==> src/rtl/fp_pkg.sv <==
// Shared floating-point definitions for the single-precision datapath
// (integer converter, adder and later normalisation stages).
package fp_pkg;
    localparam int FP_EXP_W  = 8;
    localparam int FP_MANT_W = 23;
    localparam int FP_BIAS   = 127;

    typedef struct packed {
        logic                 sign;
        logic [FP_EXP_W-1:0]  exp;
        logic [FP_MANT_W-1:0] mant;
    } fp32_t;

    // Exponent of a 32-bit integer whose top set bit is bit 31.
    localparam logic [FP_EXP_W-1:0] I2F_EXP_TOP = FP_EXP_W'(FP_BIAS + 31);
endpackage

==> src/rtl/int_to_fp_if.sv <==
// Stream interface of the integer-to-float converter: one word in, one float out.
interface int_to_fp_if;
    import fp_pkg::*;

    logic        in_vld;
    logic [31:0] in_data;
    logic        out_vld;
    fp32_t       out_data;

    modport master (output in_vld, in_data, input out_vld, out_data);
    modport slave  (input in_vld, in_data, output out_vld, out_data);
endinterface

==> src/rtl/lzc32.sv <==
// Combinational 32-bit leading-zero counter built as a byte-level
// priority tree; output is don't-care (31) for an all-zero input.
module lzc32 (
    input  logic [31:0] din,
    output logic [4:0]  cnt
);
    logic [3:0]      nz;
    logic [3:0][2:0] bcnt;

    // Level 1: per-byte presence flag and leading-zero count.
    always_comb begin
        nz   = '0;
        bcnt = '0;
        for (int b = 0; b < 4; b++) begin
            nz[b]   = |din[8*b +: 8];
            bcnt[b] = 3'd7;
            for (int i = 0; i < 8; i++)
                if (din[8*b + i]) bcnt[b] = 3'(7 - i);
        end
    end

    // Level 2: the most significant non-empty byte wins (scanned last).
    always_comb begin
        cnt = 5'd31;
        for (int b = 0; b < 4; b++)
            if (nz[b]) cnt = {2'(3 - b), bcnt[b]};
    end
endmodule

==> src/rtl/int_to_fp.sv <==
// 4-stage pipelined int32 -> IEEE-754 single converter, round-to-nearest-even.
// Stages: sign/magnitude, leading-zero count, normalise, round and pack.
module int_to_fp
    import fp_pkg::*;
#(
    parameter bit SIGNED = 1'b1
) (
    input  logic       clk,
    input  logic       rst,
    int_to_fp_if.slave io
);
    localparam int STAGES = 4;

    logic [STAGES:1] vld_pipe;

    logic        s1_sign, s1_zero;
    logic [31:0] s1_mag;
    logic        s2_sign, s2_zero;
    logic [31:0] s2_mag;
    logic [4:0]  s2_lz;
    logic        s3_sign, s3_zero;
    logic [30:0] s3_frac;
    logic [7:0]  s3_exp;

    logic [4:0]  lz;
    logic        g, s, l, round_up;
    logic [23:0] mant_inc;
    fp32_t       res;

    lzc32 u_lzc (.din(s1_mag), .cnt(lz));

    // Only valid bits carry reset; a word presented during rst is dropped.
    always_ff @(posedge clk) begin
        if (rst) vld_pipe <= '0;
        else     vld_pipe <= {vld_pipe[STAGES-1:1], io.in_vld};
    end

    assign io.out_vld = vld_pipe[STAGES];

    // Data advances every cycle; -2^31 negates to itself, which is the right magnitude.
    always_ff @(posedge clk) begin
        s1_sign <= SIGNED & io.in_data[31];
        s1_mag  <= (SIGNED && io.in_data[31]) ? -io.in_data : io.in_data;
        s1_zero <= (io.in_data == 32'd0);

        s2_sign <= s1_sign;
        s2_zero <= s1_zero;
        s2_mag  <= s1_mag;
        s2_lz   <= lz;

        s3_sign <= s2_sign;
        s3_zero <= s2_zero;
        s3_frac <= 31'(s2_mag << s2_lz);
        s3_exp  <= I2F_EXP_TOP - {3'b000, s2_lz};
    end

    always_comb begin
        g        = s3_frac[7];
        s        = |s3_frac[6:0];
        l        = s3_frac[8];
        round_up = g & (s | l);
        mant_inc = {1'b0, s3_frac[30:8]} + 24'd1;
        res      = '{sign: s3_sign, exp: s3_exp, mant: s3_frac[30:8]};
        if (round_up) begin
            res.mant = mant_inc[22:0];
            if (mant_inc[23]) res.exp = s3_exp + 8'd1;
        end
        if (s3_zero) res = '0;
    end

    // out_data holds between valid words so consumers see a stable bus.
    always_ff @(posedge clk) begin
        if (rst)                  io.out_data <= '0;
        else if (vld_pipe[STAGES-1]) io.out_data <= res;
    end
endmodule

==> src/flat_wrapper.sv <==
// flat-port wrapper written by rule: the top's interface ports become plain ports
module int_to_fp_flat import fp_pkg::*;
#(
    parameter bit SIGNED = 1'b1
)
  (clk, rst, io_in_vld, io_in_data, io_out_vld, io_out_data);
  int_to_fp_if io_i ();
  input  logic clk;
  input  logic rst;
  input wire logic [$bits(io_i.in_vld)-1:0] io_in_vld;
  input wire logic [$bits(io_i.in_data)-1:0] io_in_data;
  output wire logic [$bits(io_i.out_vld)-1:0] io_out_vld;
  output wire logic [$bits(io_i.out_data)-1:0] io_out_data;
  assign io_i.in_vld = io_in_vld;
  assign io_i.in_data = io_in_data;
  assign io_out_vld = io_i.out_vld;
  assign io_out_data = io_i.out_data;
  int_to_fp #(.SIGNED(SIGNED)) u_core (.clk(clk), .rst(rst), .io(io_i));
endmodule
==> config.mk <==
export PLATFORM = sky130hd
export DESIGN_NAME = int_to_fp_flat
export DESIGN_NICKNAME = d
export VERILOG_FILES = /design/src/rtl/fp_pkg.sv /design/src/rtl/int_to_fp_if.sv /design/src/rtl/lzc32.sv /design/src/rtl/int_to_fp.sv /design/src/flat_wrapper.sv
export SDC_FILE = /design/constraint.sdc
export NUM_CORES = 1
export LEC_CHECK = 0
export ABC_AREA = 1
export CORE_ASPECT_RATIO = 0.8
export CORE_MARGIN = 1
export CORE_UTILIZATION = 58
export CTS_CLUSTER_SIZE = 20
export DETAILED_ROUTE_END_ITERATION = 12
export GPL_TIMING_DRIVEN = 0
export PLACE_DENSITY_LB_ADDON = 0.1
export SLEW_MARGIN = 15
export SYNTH_ARGS = -nofsm -noshare
export SYNTH_HDL_FRONTEND = slang
export SYNTH_HIERARCHICAL = 1
export SYNTH_SLANG_ARGS = --single-unit
==> constraint.sdc <==
create_clock -name clk -period 1.7 [get_ports clk]
set_input_delay 0.17 -clock clk [delete_from_list [all_inputs] [get_ports clk]]
set_output_delay 0.17 -clock clk [all_outputs]
set_load 0.005 [all_outputs]
Word level (Yosys, flattened, before mapping)
Index checks and enable logic that the tools add are counted.
{ "classes": {"n_reduce_logical": 7, "bitwise": 2, "shifts": 1, "add_sub_neg": 4, "muxes": 36} }
{ "ops": {"columns": ["cell", "count"], "rows": [
  ["2-to-1 mux 3 bit", 26],
  ["2-to-1 mux 31 bit", 2],
  ["zero test 32 bit", 1],
  ["2-to-1 mux 32 bit", 1],
  ["negation 32 bit", 1],
  ["OR reduction 8 bit", 4],
  ["<< shifter 32 x 5 -> 31 bit", 1],
  ["adder 23 x 1 -> 24 bit, second input constant", 1],
  ["OR reduction 16 bit", 1],
  ["adder 8 x 1 -> 8 bit, second input constant", 1],
  ["2-to-1 mux 4 bit", 2],
  ["2-to-1 mux 8 bit", 1],
  ["subtractor 8 x 5 -> 8 bit, first input constant", 1],
  ["OR reduction 7 bit", 1],
  ["2-to-1 mux 1 bit", 4],
  ["AND 1 bit", 1],
  ["bitwise OR 1 bit", 1]
]} }
{ "totals": {"register_bits": 150, "in_bits": 35, "output_inout_bits": 33} }

Longest topological paths before layout
{ "logic_depth": {"ltp_word": 11, "ltp_mapped": 12, "ltp_nobuf": 11} }

Modules after synthesis
The synthesis kept the hierarchy.
{ "by_module_without_submodules": {"columns": ["module", "area_per_inst_um2", "instances", "cells_per_inst"], "rows": [
  ["int_to_fp", 6931.6, 1, 958],
  ["lzc32", 374.1, 1, 78]
]} }

Worst setup path before layout
No wires, ideal clock.
{ "synth_timing": {"kind": "register to register", "startpoint": "register u_core.s2_lz[0]", "endpoint": "register u_core.s3_frac[24]", "setup_time_ns": 0.119, "arrival_time_ns": 1.259, "period_less_slack_ns": 1.378, "required_ns": 1.581, "setup_slack_ns": 0.322, "stages_incl_launch_ff": 12, "n_path_buf": 2, "cell_sequence": "dfxtp_1 inv_2 buf_6 buf_6 nand2_1 nand2_1 o21ai_1 nand2_1 o211ai_1 nand2_1 nand2_1 o21ai_1"} }
{ "synth_between": {"elab_chain_len": 1} }
{ "synth_rtl": {"columns": ["item", "line", "source"], "rows": [
  ["start, declared", "int_to_fp.sv:20", "logic [4:0] s2_lz;"],
  ["start signal, assigned", "int_to_fp.sv:49", "s2_lz <= lz;"],
  ["<< shifter 32 x 5 -> 31 bit", "int_to_fp.sv:53", "s3_frac <= 31'(s2_mag << s2_lz);"],
  ["end signal, assigned", "int_to_fp.sv:53", null],
  ["end, declared", "int_to_fp.sv:22", "logic [30:0] s3_frac;"]
]} }
No other way between the ends.
A chain may end at the register's enable or synchronous reset.

Worst setup path after layout
{ "layout_timing": {"startpoint": "register u_core.s2_lz[3]", "endpoint": "register u_core.s3_exp[7]"} }
{ "layout_between": {"elab_chain_len": 1} }
{ "layout_rtl": {"columns": ["item", "line", "source"], "rows": [
  ["subtractor 8 x 5 -> 8 bit", "int_to_fp.sv:54", "s3_exp <= I2F_EXP_TOP - {3'b000, s2_lz};"],
  ["end signal, assigned", "int_to_fp.sv:54", null],
  ["end, declared", "int_to_fp.sv:23", "logic [7:0] s3_exp;"]
]} }
No other way between the ends.

==> results.cfg <==
[clock_network]
htreeDepth = 4
ctsRootBufferMaster = clkbuf_16
clkTransAtPathRegs_ns = 0.06
cts_tree = yes
cts_hold_buf = 0
cts_buffer_depth = 2
cts_sinks = 149
clk_latency_ns = 0.43
cts_made_buffers = 17

[pwr]
power_density_nw_per_um2 = 1120
finalPower_mw = 9.99
p_int_mw = 6.81
p_clk_frac = 0.353
vdd_drop_max_mv = 0.717
p_seq_frac = 0.427
p_comb_frac = 0.220
p_sw_mw = 3.18
p_sw_frac = 0.319
power_leakage_nw = 3.79

[yosys]
synth-edff-count = 0
ys_top_cells_by_area = dfxtp_1 (41%), nand2_1 (14%), nand3_1 (6.7%), nor2_1 (4.4%), inv_1 (4.2%)
synthesis.area_um2 = 7310
synth_async_sr_flop_share = 0
yosysTopAreaCellShare = 0.408
synth_flop_cell = dfxtp_1
yosysTopAreaCell = dfxtp_1
syn_avg_cell_area_um2 = 7.05
ys_seq_area_frac = 0.408
ys_ff_latch = 149
ys_warn_count = 6
netlist_instances = 1036
synth_cell_type_count = 43
synth_nets = 1075

[floorplanning]
die-height_um = 102
start_util = 0.599
core_area_um2 = 12200
rows = 36
die_area_um2 = 13100
die_w_um = 127
ioPinCount = 68

[global_routing]
track_usage = 0.316
grt_max_degree = 17
overflow = 0
grt_pass1_vias = 6397
grt_pass1_wl_um = 31500
grt_antenna_before_repair = 0

[placed_design]
port-buffer-count = 66
dp.cells = 1273
dp_hpwl_um = 15000
routabilityCongestion = 0.964

[worst_setup_path]
path_class = reg -> reg
regToRegSetupSlack_ns = 0.07
required_ns = 2.01
worst-r2r-cell-count = 5
crit_path_start_kind = register
cp_cell_sequence = buf_2 -> clkinv_1 -> clkbuf_2 -> nor3_2 -> inv_1
slowest_delay_ns = 0.33
crit_path_top_delay_cell = clkbuf_2
endpoint_kind = register
crit_fanout = 10
cp_data_arrival_time_ns = 1.94

[timing]
fin_crit_ns = 1.63
hold_violations = 0
final_max_slew_viol_count = 0
slew_headroom = 0.662
finalSetupViolations = 0
fmax_mhz = 613
worst_pin_slew_ns = 0.507
finalCritPeriodShare = 0.959
skew_ns = 0.00934
grt_setup_unrepaired = true
whs_ns = 0.138

[detailed_routing]
viasPerCell = 5.46
drcViolationCount = 0
drtAntennaViolNets = 0
routed_wl_um = 19700
drt_iter0_drc = 766
routedWlPerCell_um = 15.0
first_pass_iters = 5
num_vias = 7166

[layout]
layout.area.seq_um2 = 3000
diodes = 0
stdcell_count = 1312
area_growth_pct = 22.4
nNetsFinal = 1167
final_cell_mix = nand2_1 (282), dfxtp_1 (141), nand3_1 (96), nor2_1 (81), inv_1 (79)
drive_above_1_share = 0.131
fill_cells = 1018
final_common_cell = nand2_1
multi_input_area_um2 = 3870

[run_status]
outcome = complete, no violations

[hold_path]
hp-class = in -> reg
holdPathStages = 2

[job]
cap_violations = 0
[worst max-delay path: cells and delay by family (launching register included)]
kind / cells / cell delay, ns
and+or+nand+nor: 1 / 0.30
DFF: 1 / 0.30
buffers and inverters: 4 / 0.91
[power by group through the flow]
stage          sequential [mW]  clock, mW  combinational (mW)
4_1_cts                   4.24       3.57                2.03
3_5_place_dp              4.30          0                2.00
2_1_floorplan             4.20          0                1.44
3_3_place_gp              4.29          0                1.98
5_1_grt                   4.31       3.74                2.42
6_report                  4.27       3.53                2.20
[final timing paths]
kind | end | start
hold / removal | u_core/io.out_data[31] | rst
setup reg to reg | u_core/s3_exp[7] | u_core/s2_lz[3]
hold reg to reg | u_core/s3_zero | u_core/s2_zero
setup / recovery | u_core/s3_exp[7] | u_core/s2_lz[3]
[logic make-up (layout without fill, tap and decap cells)]
kind of cell | count (synthesis) | count (layout) | synth area share
adder cells (fa/ha/maj) | 4 | 4 | 0.00685
XOR/XNOR | 32 | 32 | 0.0384
buffers and inverters | 130 | 235 | 0.0755
AO/OA/AOI/OAI | 152 | 152 | 0.117
AND/OR/NAND/NOR | 568 | 568 | 0.352
flip-flops | 149 | 149 | 0.408
multiplexers | 1 | 1 | 0.00137
[timing repair]
item	CTS	global route
resized for setup	5	47
setup buffers	0	7
endpoints found under the setup margin	19	47
pin swaps	0	9
hold endpoints to repair	0	0
[cell type report]
cell class,count,share of cell area
plain buffers,43,0.0278
flip-flops and latches,149,0.335
inverters,87,0.0368
clock inverters,12,0.0137
multi-input cells,757,0.433
well taps,171,0.0239
repair buffers,73,0.0802
clock buffers,20,0.0499
[cells in the mapped netlist (5+ instances only)]
master,count
nor2_1,85
buf_1,6
o21bai_1,7
o21ai_0,28
nor2_2,16
xnor2_1,5
o21ai_1,42
clkbuf_1,14
nand2_2,9
nand4_1,21
or2_1,6
inv_2,5
dfxtp_1,149
or2_2,6
inv_1,81
xor2_1,27
a21oi_1,47
nand2_1,282
o211ai_1,17
nand3_1,98
nor3_2,5
buf_2,15
nor3_1,16
[metrics by stage]
step	setup TNS [ns]	setup slack, ns	cell area (um^2)	util
2_1_floorplan	0	0.322	7310	-
3_3_place_gp	-5.09	-0.377	8180	0.670
3_5_place_dp	-5.12	-0.396	8180	0.670
4_1_cts	0	0.00924	8760	0.718
5_1_grt	-0.0610	-0.0478	8940	0.733
6_report	0	0.0694	8940	0.733
[flip-flops by register name (all words and copies together) (netlist names)]
name                cells
u_core/io.out_data     32
u_core/s1_mag          32
u_core/s1_sign          1
u_core/s1_zero          1
u_core/s2_lz            5
u_core/s2_mag          31
u_core/s2_sign          1
u_core/s2_zero          1
u_core/s3_exp           8
u_core/s3_frac         31
u_core/s3_sign          1
u_core/s3_zero          1
u_core/vld_pipe         4
[metal layers]
| metal | wire length (um) | track usage |
|---|---|---|
| met5 | 0 | 0 |
| met3 | 1590 | 0.0754 |
| met1 | 9590 | 0.448 |
| met4 | 375 | 0.103 |
| met2 | 8130 | 0.473 |
(Power assumes the default switching activity.)
